===== src/rtl/furv_mem_arb_if.sv =====
// ---------------------------------------------------------------------------
// furv_mem_arb_if
//
// Bundle of every bus signal around the fetch/data memory arbiter. It covers
// the fetch requester, the load/store requester, the shared memory port and
// the two status outputs.
//
// Handshake semantics (both requester ports and the memory port):
//   A request is a level. The requester raises *_req and holds it, together
//   with every address/data field, until the responder signals completion.
//   Completion on a requester port is a single-cycle *_ack pulse from the
//   arbiter, with *_rdata valid in that same cycle. Completion on the memory
//   port is mem_ack from memory, with mem_rdata valid in that same cycle. The
//   arbiter drops mem_req in the cycle after mem_ack. A requester may keep
//   req high during its own ack cycle; the arbiter does not treat that as a
//   new request.
//
// Modports:
//   slave  - the arbiter: it receives requests and drives the memory port.
//   master - the environment: the requesters and the memory model.
// ---------------------------------------------------------------------------
interface furv_mem_arb_if #(
    parameter int ADDR_W = 32
);
    // Fetch requester.
    logic              if_req;
    logic [ADDR_W-1:0] if_addr;
    logic              if_ack;
    logic [31:0]       if_rdata;

    // Load/store requester.
    logic              d_req;
    logic              d_we;
    logic [ADDR_W-1:0] d_addr;
    logic [31:0]       d_wdata;
    logic [3:0]        d_wstrb;
    logic              d_ack;
    logic [31:0]       d_rdata;

    // Shared memory port.
    logic              mem_req;
    logic              mem_we;
    logic [ADDR_W-1:0] mem_addr;
    logic [31:0]       mem_wdata;
    logic [3:0]        mem_wstrb;
    logic              mem_ack;
    logic [31:0]       mem_rdata;

    // Status.
    logic              if_stall;
    logic              busy;

    modport slave (
        input  if_req, if_addr,
        output if_ack, if_rdata,
        input  d_req, d_we, d_addr, d_wdata, d_wstrb,
        output d_ack, d_rdata,
        output mem_req, mem_we, mem_addr, mem_wdata, mem_wstrb,
        input  mem_ack, mem_rdata,
        output if_stall, busy
    );

    modport master (
        output if_req, if_addr,
        input  if_ack, if_rdata,
        output d_req, d_we, d_addr, d_wdata, d_wstrb,
        input  d_ack, d_rdata,
        input  mem_req, mem_we, mem_addr, mem_wdata, mem_wstrb,
        output mem_ack, mem_rdata,
        input  if_stall, busy
    );
endinterface


===== src/rtl/furv_mem_arb.sv =====
// ---------------------------------------------------------------------------
// furv_mem_arb
//
// Shares the core's single memory port between instruction fetch and
// load/store. The arbiter serves one request at a time:
//   1. In IDLE it picks one eligible requester.
//   2. It registers that requester's fields onto the memory bus and holds
//      them stable.
//   3. It waits for mem_ack. The wait can last any number of cycles.
//   4. On the cycle after mem_ack it pulses the owner's ack and returns to
//      IDLE, with the owner's rdata updated.
//
// Data normally wins a tie. A fairness bit (last_data) hands the next tie to
// fetch whenever the previous grant went to data, so fetch cannot starve.
//
// Ports:
//   clk       - rising-edge clock
//   rst_n     - asynchronous active-low reset
//   bus       - furv_mem_arb_if.slave (fetch port, data port, memory port,
//               if_stall, busy)
//   state_dbg - current FSM state (0 IDLE, 1 FETCH, 2 DATA), for observation
//
// Timing: a request seen in IDLE at cycle N puts mem_req high at N+1. If
// mem_ack arrives at cycle M, the owner's ack pulses at M+1 and the arbiter is
// back in IDLE at M+1. With zero-wait memory this gives one access every three
// cycles.
// ---------------------------------------------------------------------------
module furv_mem_arb #(
    parameter int ADDR_W = 32
) (
    input  logic                 clk,
    input  logic                 rst_n,
    furv_mem_arb_if.slave        bus,
    output logic [1:0]           state_dbg
);

    typedef enum logic [1:0] {
        IDLE  = 2'd0,
        FETCH = 2'd1,
        DATA  = 2'd2
    } state_e;

    state_e            state_q, state_d;
    logic              last_data_q, last_data_d;
    logic              mem_req_q, mem_req_d;
    logic              mem_we_q, mem_we_d;
    logic [ADDR_W-1:0] mem_addr_q, mem_addr_d;
    logic [31:0]       mem_wdata_q, mem_wdata_d;
    logic [3:0]        mem_wstrb_q, mem_wstrb_d;
    logic              if_ack_q, if_ack_d;
    logic              d_ack_q, d_ack_d;
    logic [31:0]       if_rdata_q, if_rdata_d;
    logic [31:0]       d_rdata_q, d_rdata_d;

    // A requester whose ack is high this cycle still holds req. Masking it
    // here stops that already-served request from being granted a second
    // time.
    logic fetch_elig;
    logic data_elig;
    logic grant_data;
    logic grant_fetch;

    assign fetch_elig  = bus.if_req && !if_ack_q;
    assign data_elig   = bus.d_req && !d_ack_q;
    // Data takes a tie unless it also won the previous grant.
    assign grant_data  = data_elig && (!fetch_elig || !last_data_q);
    assign grant_fetch = fetch_elig && !grant_data;

    always_comb begin
        state_d     = state_q;
        last_data_d = last_data_q;
        mem_req_d   = mem_req_q;
        mem_we_d    = mem_we_q;
        mem_addr_d  = mem_addr_q;
        mem_wdata_d = mem_wdata_q;
        mem_wstrb_d = mem_wstrb_q;
        if_ack_d    = 1'b0;
        d_ack_d     = 1'b0;
        if_rdata_d  = if_rdata_q;
        d_rdata_d   = d_rdata_q;

        case (state_q)
            IDLE: begin
                // mem_ack arriving here belongs to no transaction and is ignored.
                if (grant_data) begin
                    state_d     = DATA;
                    last_data_d = 1'b1;
                    mem_req_d   = 1'b1;
                    mem_we_d    = bus.d_we;
                    mem_addr_d  = bus.d_addr;
                    mem_wdata_d = bus.d_wdata;
                    mem_wstrb_d = bus.d_wstrb;
                end else if (grant_fetch) begin
                    state_d     = FETCH;
                    last_data_d = 1'b0;
                    mem_req_d   = 1'b1;
                    mem_we_d    = 1'b0;
                    // Fetches are always word-aligned reads.
                    mem_addr_d  = {bus.if_addr[ADDR_W-1:2], 2'b00};
                    mem_wdata_d = 32'd0;
                    mem_wstrb_d = 4'd0;
                end
            end
            FETCH: begin
                if (bus.mem_ack) begin
                    state_d    = IDLE;
                    mem_req_d  = 1'b0;
                    if_ack_d   = 1'b1;
                    if_rdata_d = bus.mem_rdata;
                end
            end
            DATA: begin
                if (bus.mem_ack) begin
                    state_d   = IDLE;
                    mem_req_d = 1'b0;
                    d_ack_d   = 1'b1;
                    // Stores also capture mem_rdata; the value is simply unused.
                    d_rdata_d = bus.mem_rdata;
                end
            end
            default: begin
                state_d   = IDLE;
                mem_req_d = 1'b0;
            end
        endcase
    end

    // An asynchronous reset aborts any transaction in flight. No ack is
    // produced for it, and a later mem_ack lands in IDLE and is ignored.
    always_ff @(posedge clk or negedge rst_n) begin
        if (!rst_n) begin
            state_q     <= IDLE;
            last_data_q <= 1'b0;
            mem_req_q   <= 1'b0;
            mem_we_q    <= 1'b0;
            mem_addr_q  <= '0;
            mem_wdata_q <= 32'd0;
            mem_wstrb_q <= 4'd0;
            if_ack_q    <= 1'b0;
            d_ack_q     <= 1'b0;
            if_rdata_q  <= 32'd0;
            d_rdata_q   <= 32'd0;
        end else begin
            state_q     <= state_d;
            last_data_q <= last_data_d;
            mem_req_q   <= mem_req_d;
            mem_we_q    <= mem_we_d;
            mem_addr_q  <= mem_addr_d;
            mem_wdata_q <= mem_wdata_d;
            mem_wstrb_q <= mem_wstrb_d;
            if_ack_q    <= if_ack_d;
            d_ack_q     <= d_ack_d;
            if_rdata_q  <= if_rdata_d;
            d_rdata_q   <= d_rdata_d;
        end
    end

    assign bus.mem_req   = mem_req_q;
    assign bus.mem_we    = mem_we_q;
    assign bus.mem_addr  = mem_addr_q;
    assign bus.mem_wdata = mem_wdata_q;
    assign bus.mem_wstrb = mem_wstrb_q;
    assign bus.if_ack    = if_ack_q;
    assign bus.d_ack     = d_ack_q;
    assign bus.if_rdata  = if_rdata_q;
    assign bus.d_rdata   = d_rdata_q;

    // if_stall is combinational so the fetch stage freezes in the same cycle
    // it raises a request.
    assign bus.if_stall  = bus.if_req && !if_ack_q;
    assign bus.busy      = (state_q != IDLE);
    assign state_dbg     = state_q;

endmodule


===== src/flat_wrapper.sv =====
// flat-port wrapper written by rule: the top's interface ports become plain ports
module furv_mem_arb_flat 
#(
    parameter int ADDR_W = 32
)
  (clk, rst_n, state_dbg, bus_if_req, bus_if_addr, bus_if_ack, bus_if_rdata, bus_d_req, bus_d_we, bus_d_addr, bus_d_wdata, bus_d_wstrb, bus_d_ack, bus_d_rdata, bus_mem_req, bus_mem_we, bus_mem_addr, bus_mem_wdata, bus_mem_wstrb, bus_mem_ack, bus_mem_rdata, bus_if_stall, bus_busy);
  furv_mem_arb_if #(.ADDR_W(ADDR_W)) bus_i ();
  input  logic clk;
  input  logic rst_n;
  output logic [1:0] state_dbg;
  input wire logic [$bits(bus_i.if_req)-1:0] bus_if_req;
  input wire logic [$bits(bus_i.if_addr)-1:0] bus_if_addr;
  output wire logic [$bits(bus_i.if_ack)-1:0] bus_if_ack;
  output wire logic [$bits(bus_i.if_rdata)-1:0] bus_if_rdata;
  input wire logic [$bits(bus_i.d_req)-1:0] bus_d_req;
  input wire logic [$bits(bus_i.d_we)-1:0] bus_d_we;
  input wire logic [$bits(bus_i.d_addr)-1:0] bus_d_addr;
  input wire logic [$bits(bus_i.d_wdata)-1:0] bus_d_wdata;
  input wire logic [$bits(bus_i.d_wstrb)-1:0] bus_d_wstrb;
  output wire logic [$bits(bus_i.d_ack)-1:0] bus_d_ack;
  output wire logic [$bits(bus_i.d_rdata)-1:0] bus_d_rdata;
  output wire logic [$bits(bus_i.mem_req)-1:0] bus_mem_req;
  output wire logic [$bits(bus_i.mem_we)-1:0] bus_mem_we;
  output wire logic [$bits(bus_i.mem_addr)-1:0] bus_mem_addr;
  output wire logic [$bits(bus_i.mem_wdata)-1:0] bus_mem_wdata;
  output wire logic [$bits(bus_i.mem_wstrb)-1:0] bus_mem_wstrb;
  input wire logic [$bits(bus_i.mem_ack)-1:0] bus_mem_ack;
  input wire logic [$bits(bus_i.mem_rdata)-1:0] bus_mem_rdata;
  output wire logic [$bits(bus_i.if_stall)-1:0] bus_if_stall;
  output wire logic [$bits(bus_i.busy)-1:0] bus_busy;
  assign bus_i.if_req = bus_if_req;
  assign bus_i.if_addr = bus_if_addr;
  assign bus_if_ack = bus_i.if_ack;
  assign bus_if_rdata = bus_i.if_rdata;
  assign bus_i.d_req = bus_d_req;
  assign bus_i.d_we = bus_d_we;
  assign bus_i.d_addr = bus_d_addr;
  assign bus_i.d_wdata = bus_d_wdata;
  assign bus_i.d_wstrb = bus_d_wstrb;
  assign bus_d_ack = bus_i.d_ack;
  assign bus_d_rdata = bus_i.d_rdata;
  assign bus_mem_req = bus_i.mem_req;
  assign bus_mem_we = bus_i.mem_we;
  assign bus_mem_addr = bus_i.mem_addr;
  assign bus_mem_wdata = bus_i.mem_wdata;
  assign bus_mem_wstrb = bus_i.mem_wstrb;
  assign bus_i.mem_ack = bus_mem_ack;
  assign bus_i.mem_rdata = bus_mem_rdata;
  assign bus_if_stall = bus_i.if_stall;
  assign bus_busy = bus_i.busy;
  furv_mem_arb #(.ADDR_W(ADDR_W)) u_core (.clk(clk), .rst_n(rst_n), .bus(bus_i), .state_dbg(state_dbg));
endmodule

===== config.mk =====
export PLATFORM = sky130hd
export DESIGN_NAME = furv_mem_arb_flat
export DESIGN_NICKNAME = d
export VERILOG_FILES = /design/src/rtl/furv_mem_arb_if.sv /design/src/rtl/furv_mem_arb.sv /design/src/flat_wrapper.sv
export SDC_FILE = /design/constraint.sdc
export NUM_CORES = 1
export LEC_CHECK = 0
export CORE_ASPECT_RATIO = 1.25
export CORE_MARGIN = 2
export CORE_UTILIZATION = 38
export DETAILED_ROUTE_END_ITERATION = 7
export HOLD_SLACK_MARGIN = 0.02
export PLACE_DENSITY = 0.83
export SLEW_MARGIN = 5
export SYNTH_ARGS = -nofsm -noshare
export SYNTH_HDL_FRONTEND = slang
export SYNTH_SLANG_ARGS = --single-unit

===== constraint.sdc =====
create_clock -name clk -period 1.4 [get_ports clk]
set_input_delay 0.21 -clock clk [delete_from_list [all_inputs] [get_ports clk]]
set_output_delay 0.21 -clock clk [all_outputs]
set_load 0.01 [all_outputs]

# Yosys cells after proc, flatten, opt, wreduce, memory -nomap -nowiden
# Cells that the tools add are included.
# Widths: inputs -> output; s select.
dict set report word_totals {
  register_bits 139
  out_inout_bits 140
}
dict set report classes {
  eq_ne 4
  mux 20
  n_reduce_logical 18
}
# cell count
set op_table {}
lappend op_table {{$mux 32} 4}
lappend op_table {{$mux 1} 9}
lappend op_table {{$mux 4} 2}
lappend op_table {{$reduce_and 2->1} 4}
lappend op_table {{$mux 2} 3}
lappend op_table {{$logic_not 1->1} 5}
lappend op_table {{$logic_and 1x1->1} 4}
lappend op_table {{$pmux 2 s2} 1}
lappend op_table {{$reduce_bool 2->1} 2}
lappend op_table {{$ne 3x1->1 const B} 1}
lappend op_table {{$eq 2x1->1 const B} 1}
lappend op_table {{$eq 2x2->1 const B} 1}
lappend op_table {{$logic_not 2->1} 1}
lappend op_table {{$ne 2x1->1 const B} 1}
lappend op_table {{$pmux 1 s2} 1}
lappend op_table {{$reduce_or 2->1} 1}
lappend op_table {{$logic_or 1x1->1} 1}

# Longest topological paths before layout
dict set report depth {
  ltp_word 10
  ltp_mapped 7
}

# Least setup slack after synthesis
# Ideal clock, no wire load.
dict set report synth_timing {
  kind {register to register}
  from {reg u_core.state_q[0] (netlist: u_core.state_dbg[0])}
  to {reg u_core.mem_addr_q[0] (netlist: u_core.bus.mem_addr[0])}
  setup_ps 121
  arrival_time_ps 1467
  required_time_ps 1279
  setup_slack_ps -188
  path_stages_with_launch 8
  path_buffers 2
  period_less_slack_ps 1588
  cell_sequence {dfrtp_1 inv_1 ha_1 inv_1 a21o_1 buf_6 buf_6 a22o_1}
}
dict set report synth_between {
  elab_chain_len 2
}
# item line_no
set synth_lines {}
lappend synth_lines {{from (decl)} furv_mem_arb.sv:43} ;# state_e state_q, state_d;
lappend synth_lines {{from (signal assigned)} furv_mem_arb.sv:144} ;# state_q <= state_d;
lappend synth_lines {{$logic_not 2->1} furv_mem_arb.sv:82} ;# case (state_q)
lappend synth_lines {{$reduce_and 2->1 (no line)} -}
lappend synth_lines {{to (signal assigned)} furv_mem_arb.sv:148} ;# mem_addr_q <= mem_addr_d;
lappend synth_lines {{to (decl)} furv_mem_arb.sv:47} ;# logic [ADDR_W-1:0] mem_addr_q, mem_addr_d;
# No other way between the ends.
# A chain may end at the register's enable or synchronous reset.

# Final worst setup path
dict set report layout_timing {
  from {reg u_core.state_q[0] (netlist: u_core.state_dbg[0])}
  to {reg u_core.mem_wdata_q[6] (netlist: u_core.bus.mem_wdata[6])}
}
dict set report layout_between {
  elab_chain_len 2
}
# item line_no
set layout_lines {}
lappend layout_lines {{$logic_not 2->1} furv_mem_arb.sv:82}
lappend layout_lines {{$reduce_and 2->1 (no line)} -}
lappend layout_lines {{to (signal assigned)} furv_mem_arb.sv:149} ;# mem_wdata_q <= mem_wdata_d;
lappend layout_lines {{to (decl)} furv_mem_arb.sv:48} ;# logic [31:0] mem_wdata_q, mem_wdata_d;
# No other way between the ends.

==> metrics.md <==
| Metric | Value |
|---|---|
| Clock tree buffer depth | `2` |
| Internal power | `about 14 mW` |
| Mapped Area | `0.00599 sq mm` |
| DRC violations left | `0` |
| Share of layout cells above drive strength 1 | `about a quarter` |
| Fin util | `between 60% and 70%` |
| Final Max Slew Viols | `0` |
| Pin count of the biggest net entering global routing | `48` |
| Vias per cell | `5.27` |
| Io pins | `278` |
| Final wirelength | `19900 um` |
| Port buffer count | `between 200 and 300` |
| Slew of the pin with the lowest slew margin | `380 ps` |
| DP Wirelength | `around 13000 um` |
| Worst setup margin | `-113 ps` |
| Sequential area share after synthesis | `slightly below 60%` |
| Share of total power in the clock network | `between 10% and 20%` |
| Clk_skew | `about 9.2 ps` |
| Initial antenna violation count | `0` |
| Post-synthesis net count | `between 600 and 700` |
| Vias in the first global route | `about 5500` |
| Final setup fails | `roughly 140` |
| Syn Area/Cell | `roughly 13 sq um` |
| MaxCap Viol Count | `0` |
| Skew-Pair Late Insertion Delay | `around 420 ps` |
| Global route total overflow | `0` |
| Die footprint | `approximately 0.017 sq mm` |
| Commonest cells after routing, fill and taps aside | `dfrtp_1 (137), clkdlybuf4s50_1 (134), dlygate4sd2_1 (134), a22o_1 (39), mux2_2 (38)` |
| Clk slew on worst S/H paths | `approximately 60 ps` |
| Startpoint Class | `flip-flop` |
| Max FO, Critical Path | `47` |
| Drt first pass iters | `5` |
| CTS Sinks | `between 100 and 150` |
| Routability cong. | `roughly 0.83` |
| Post-Place Cell Area | `~0.0092 sq mm` |
| CP Class | `flip-flop to flip-flop` |
| RSZ-0062 raised after global routing | `yes` |
| Fin area | `0.0103 sq mm` |
| ANT cells | `0` |
| Number of synthesized register bits | `around 140` |
| Core Region | `around 0.016 sq mm` |
| H-Tree Depth | `4` |
| Synth Warn # | `0` |
| Worst hold path class | `primary input to asynchronous set/reset pin` |
| Gate power share | `between 40% and 50%` |
| Initial Util | `38.7%` |
| First-iteration detailed-routing DRC count | `around 450` |
| Die H | `~140 um` |
| Arr. time, crit path | `about 1800 ps` |
| DR WL/cell | `around 20 um` |
| Synthesis-to-finish area growth | `71.2%` |
| Via count | `approximately 5300` |
| CP startpoint | `u_core.state_dbg[0]$_DFFE_PN0P_` |
| Slew Limit Headroom | `74.7%` |
| Sw power | `about 8 mW` |
| Routed Antenna Nets | `0` |
| Fin crit period | `about 1500 ps` |
| CTS tree | `built` |
| Critical path capture point type | `flip-flop` |
| Hold Vio Cnt, Final | `0` |
| Post-synthesis cell count | `~460` |
| Global Route Usage Sum | `about 22%` |
| Width of the die | `~120 um` |
| First-pass GRT wire length | `roughly 28000 um` |
| Inserted Clock Buffers | `17` |
| Period utilization | `108%` |
| Switching Share | `a little over a third` |
| Cell variety after synth | `26` |
| PwrDens | `2140 mW/mm^2` |
| Worst r2r src | `u_core.state_dbg[0]$_DFFE_PN0P_` |
| Required time worst endpoint | `roughly 1700 ps` |
| FP Rows | `between 50 and 60` |
| Nets | `roughly 910` |
| Max Clk Rate | `about 0.66 GHz` |
| Most common cell after layout, fill and taps aside | `dfrtp_1` |
| Failing checks | `setup timing` |
| Clock root buffer | `clkbuf_16` |
| Status | `finished with violations` |
| Sequential share of power | `around a third` |
| Leak pwr | `4.93 nW` |
| Peak supply drop | `1.11 mV` |
==> path summary, 6_finish.rpt <==
kind | endpoint | slack, ps | cells after the start
hold / removal | u_core.bus.mem_addr[18]$_DFFE_PN0P_ | 260 | 2
setup reg to reg | u_core.bus.mem_wdata[6]$_DFFE_PN0P_ | -110 | 6
min in group clk | u_core.bus.mem_addr[19]$_DFFE_PN0P_ | 370 | 3
max in group asynchronous | u_core.bus.mem_wdata[4]$_DFFE_PN0P_ | 590 | 3
setup / recovery | u_core.bus.mem_wdata[6]$_DFFE_PN0P_ | -110 | 6
hold reg to reg | u_core.bus.d_rdata[16]$_DFFE_PN0P_ | 500 | 1
==> worst max-delay path, stage by stage, from the launching register on <==
cell,delay (ps)
dfrtp_2,450
inv_2,100
ha_4,160
inv_6,50
a21o_4,190
buf_12,170
a22o_1,250
==> stage by stage <==
stage	setup TNS, ps	instances	worst slack (ps)	hold slack [ps]	total power [mW]
finish	-8620	997	-113	264	21.9
global route	-15700	997	-166	292	23.1
CTS	-6580	988	-101	263	21.1
detailed placement	-27520	948	-350	140	17.7
global placement	-23540	948	-307	138	17.3
floorplan	-1580	464	-40.3	-85.6	11.9
==> cell usage after synthesis <==
| library cell | count | area (sq um) |
|---|---|---|
| a21o_1 | 2 | 15.0 |
| a21oi_1 | 1 | 5.00 |
| a221oi_1 | 30 | 263 |
| a22o_1 | 39 | 342 |
| a22oi_1 | 30 | 225 |
| a31oi_1 | 1 | 6.26 |
| and3b_1 | 31 | 272 |
| buf_2 | 11 | 55.1 |
| buf_6 | 9 | 101 |
| clkbuf_1 | 24 | 90.1 |
| dfrtp_1 | 139 | 3480 |
| ha_1 | 3 | 37.5 |
| inv_1 | 36 | 135 |
| mux2_2 | 64 | 721 |
| nand2_1 | 3 | 11.3 |
| nand2b_1 | 2 | 12.5 |
| nand2b_4 | 1 | 13.8 |
| nand3_1 | 1 | 5.00 |
| nand3b_1 | 1 | 7.51 |
| nand4_1 | 1 | 6.26 |
| nor2b_1 | 1 | 6.26 |
| nor3_2 | 1 | 10.0 |
| o2111ai_1 | 1 | 8.76 |
| o21ai_0 | 30 | 150 |
| o22a_1 | 1 | 8.76 |
| o2bb2ai_1 | 1 | 8.76 |
==> cells by family after synthesis <==
logic type / count (synthesis) / synth area share [%]
flops: 139 / 58.0
compound gates: 136 / 17.2
buf+inv: 80 / 6.37
mux: 64 / 12.0
simple gates: 42 / 5.74
fa+ha+maj: 3 / 0.626
==> power groups by stage <==
stage	Sequential (mW)	Combinational [mW]	Clock (mW)
CTS	7.13	9.57	4.39
floorplan	8.05	3.82	0
detailed placement	7.25	10.5	0
global placement	7.12	10.1	0
finish	7.16	10.4	4.34
global route	7.40	11.1	4.58
==> layout make-up <==
| cell class | instances | area [sq um] |
|---|---|---|
| Fill cell | 1171 | 5240 |
| Sequential cell | 139 | 3480 |
| Timing Repair Buffer | 333 | 3280 |
| Multi-Input combinational cell | 245 | 2530 |
| Clock buffer | 18 | 429 |
| Tap cell | 212 | 265 |
| Inverter | 36 | 140 |
| Clock inverter | 14 | 135 |
==> layer usage <==
| layer | vias to the layer above | GRT usage [%] | part of all wire [%] |
|---|---|---|---|
| li1 | 2348 | - | - |
| met1 | 2610 | 24.0 | 37 |
| met2 | 236 | 37.1 | 52 |
| met3 | 62 | 6.37 | 7.3 |
| met4 | 0 | 11.5 | 3.9 |
| met5 | - | 0 | 0 |
==> registers in the layout, summed over array words and instances, names as in the netlist <==
| signal | count |
|---|---|
| u_core.bus.mem_req | 1 |
| u_core.state_dbg | 2 |
| u_core.bus.d_rdata | 32 |
| u_core.bus.d_ack | 1 |
| u_core.last_data_q | 1 |
| u_core.bus.mem_wdata | 32 |
| u_core.bus.mem_wstrb | 4 |
| u_core.bus.if_rdata | 32 |
| u_core.bus.mem_addr | 32 |
| u_core.bus.mem_we | 1 |
| u_core.bus.if_ack | 1 |
==> what timing repair did <==
| item | 4_1_cts | 5_1_grt |
|---|---|---|
| gates cloned | 2 | 6 |
| gates resized for setup | 195 | 52 |
| setup endpoints to repair | 268 | 141 |
| hold endpoints to repair | 30 | 0 |
| buffers inserted | 5 | 4 |
| pin swaps | 2 | 3 |
| hold buffers | 1 | 0 |
(Power assumes the default switching activity.)
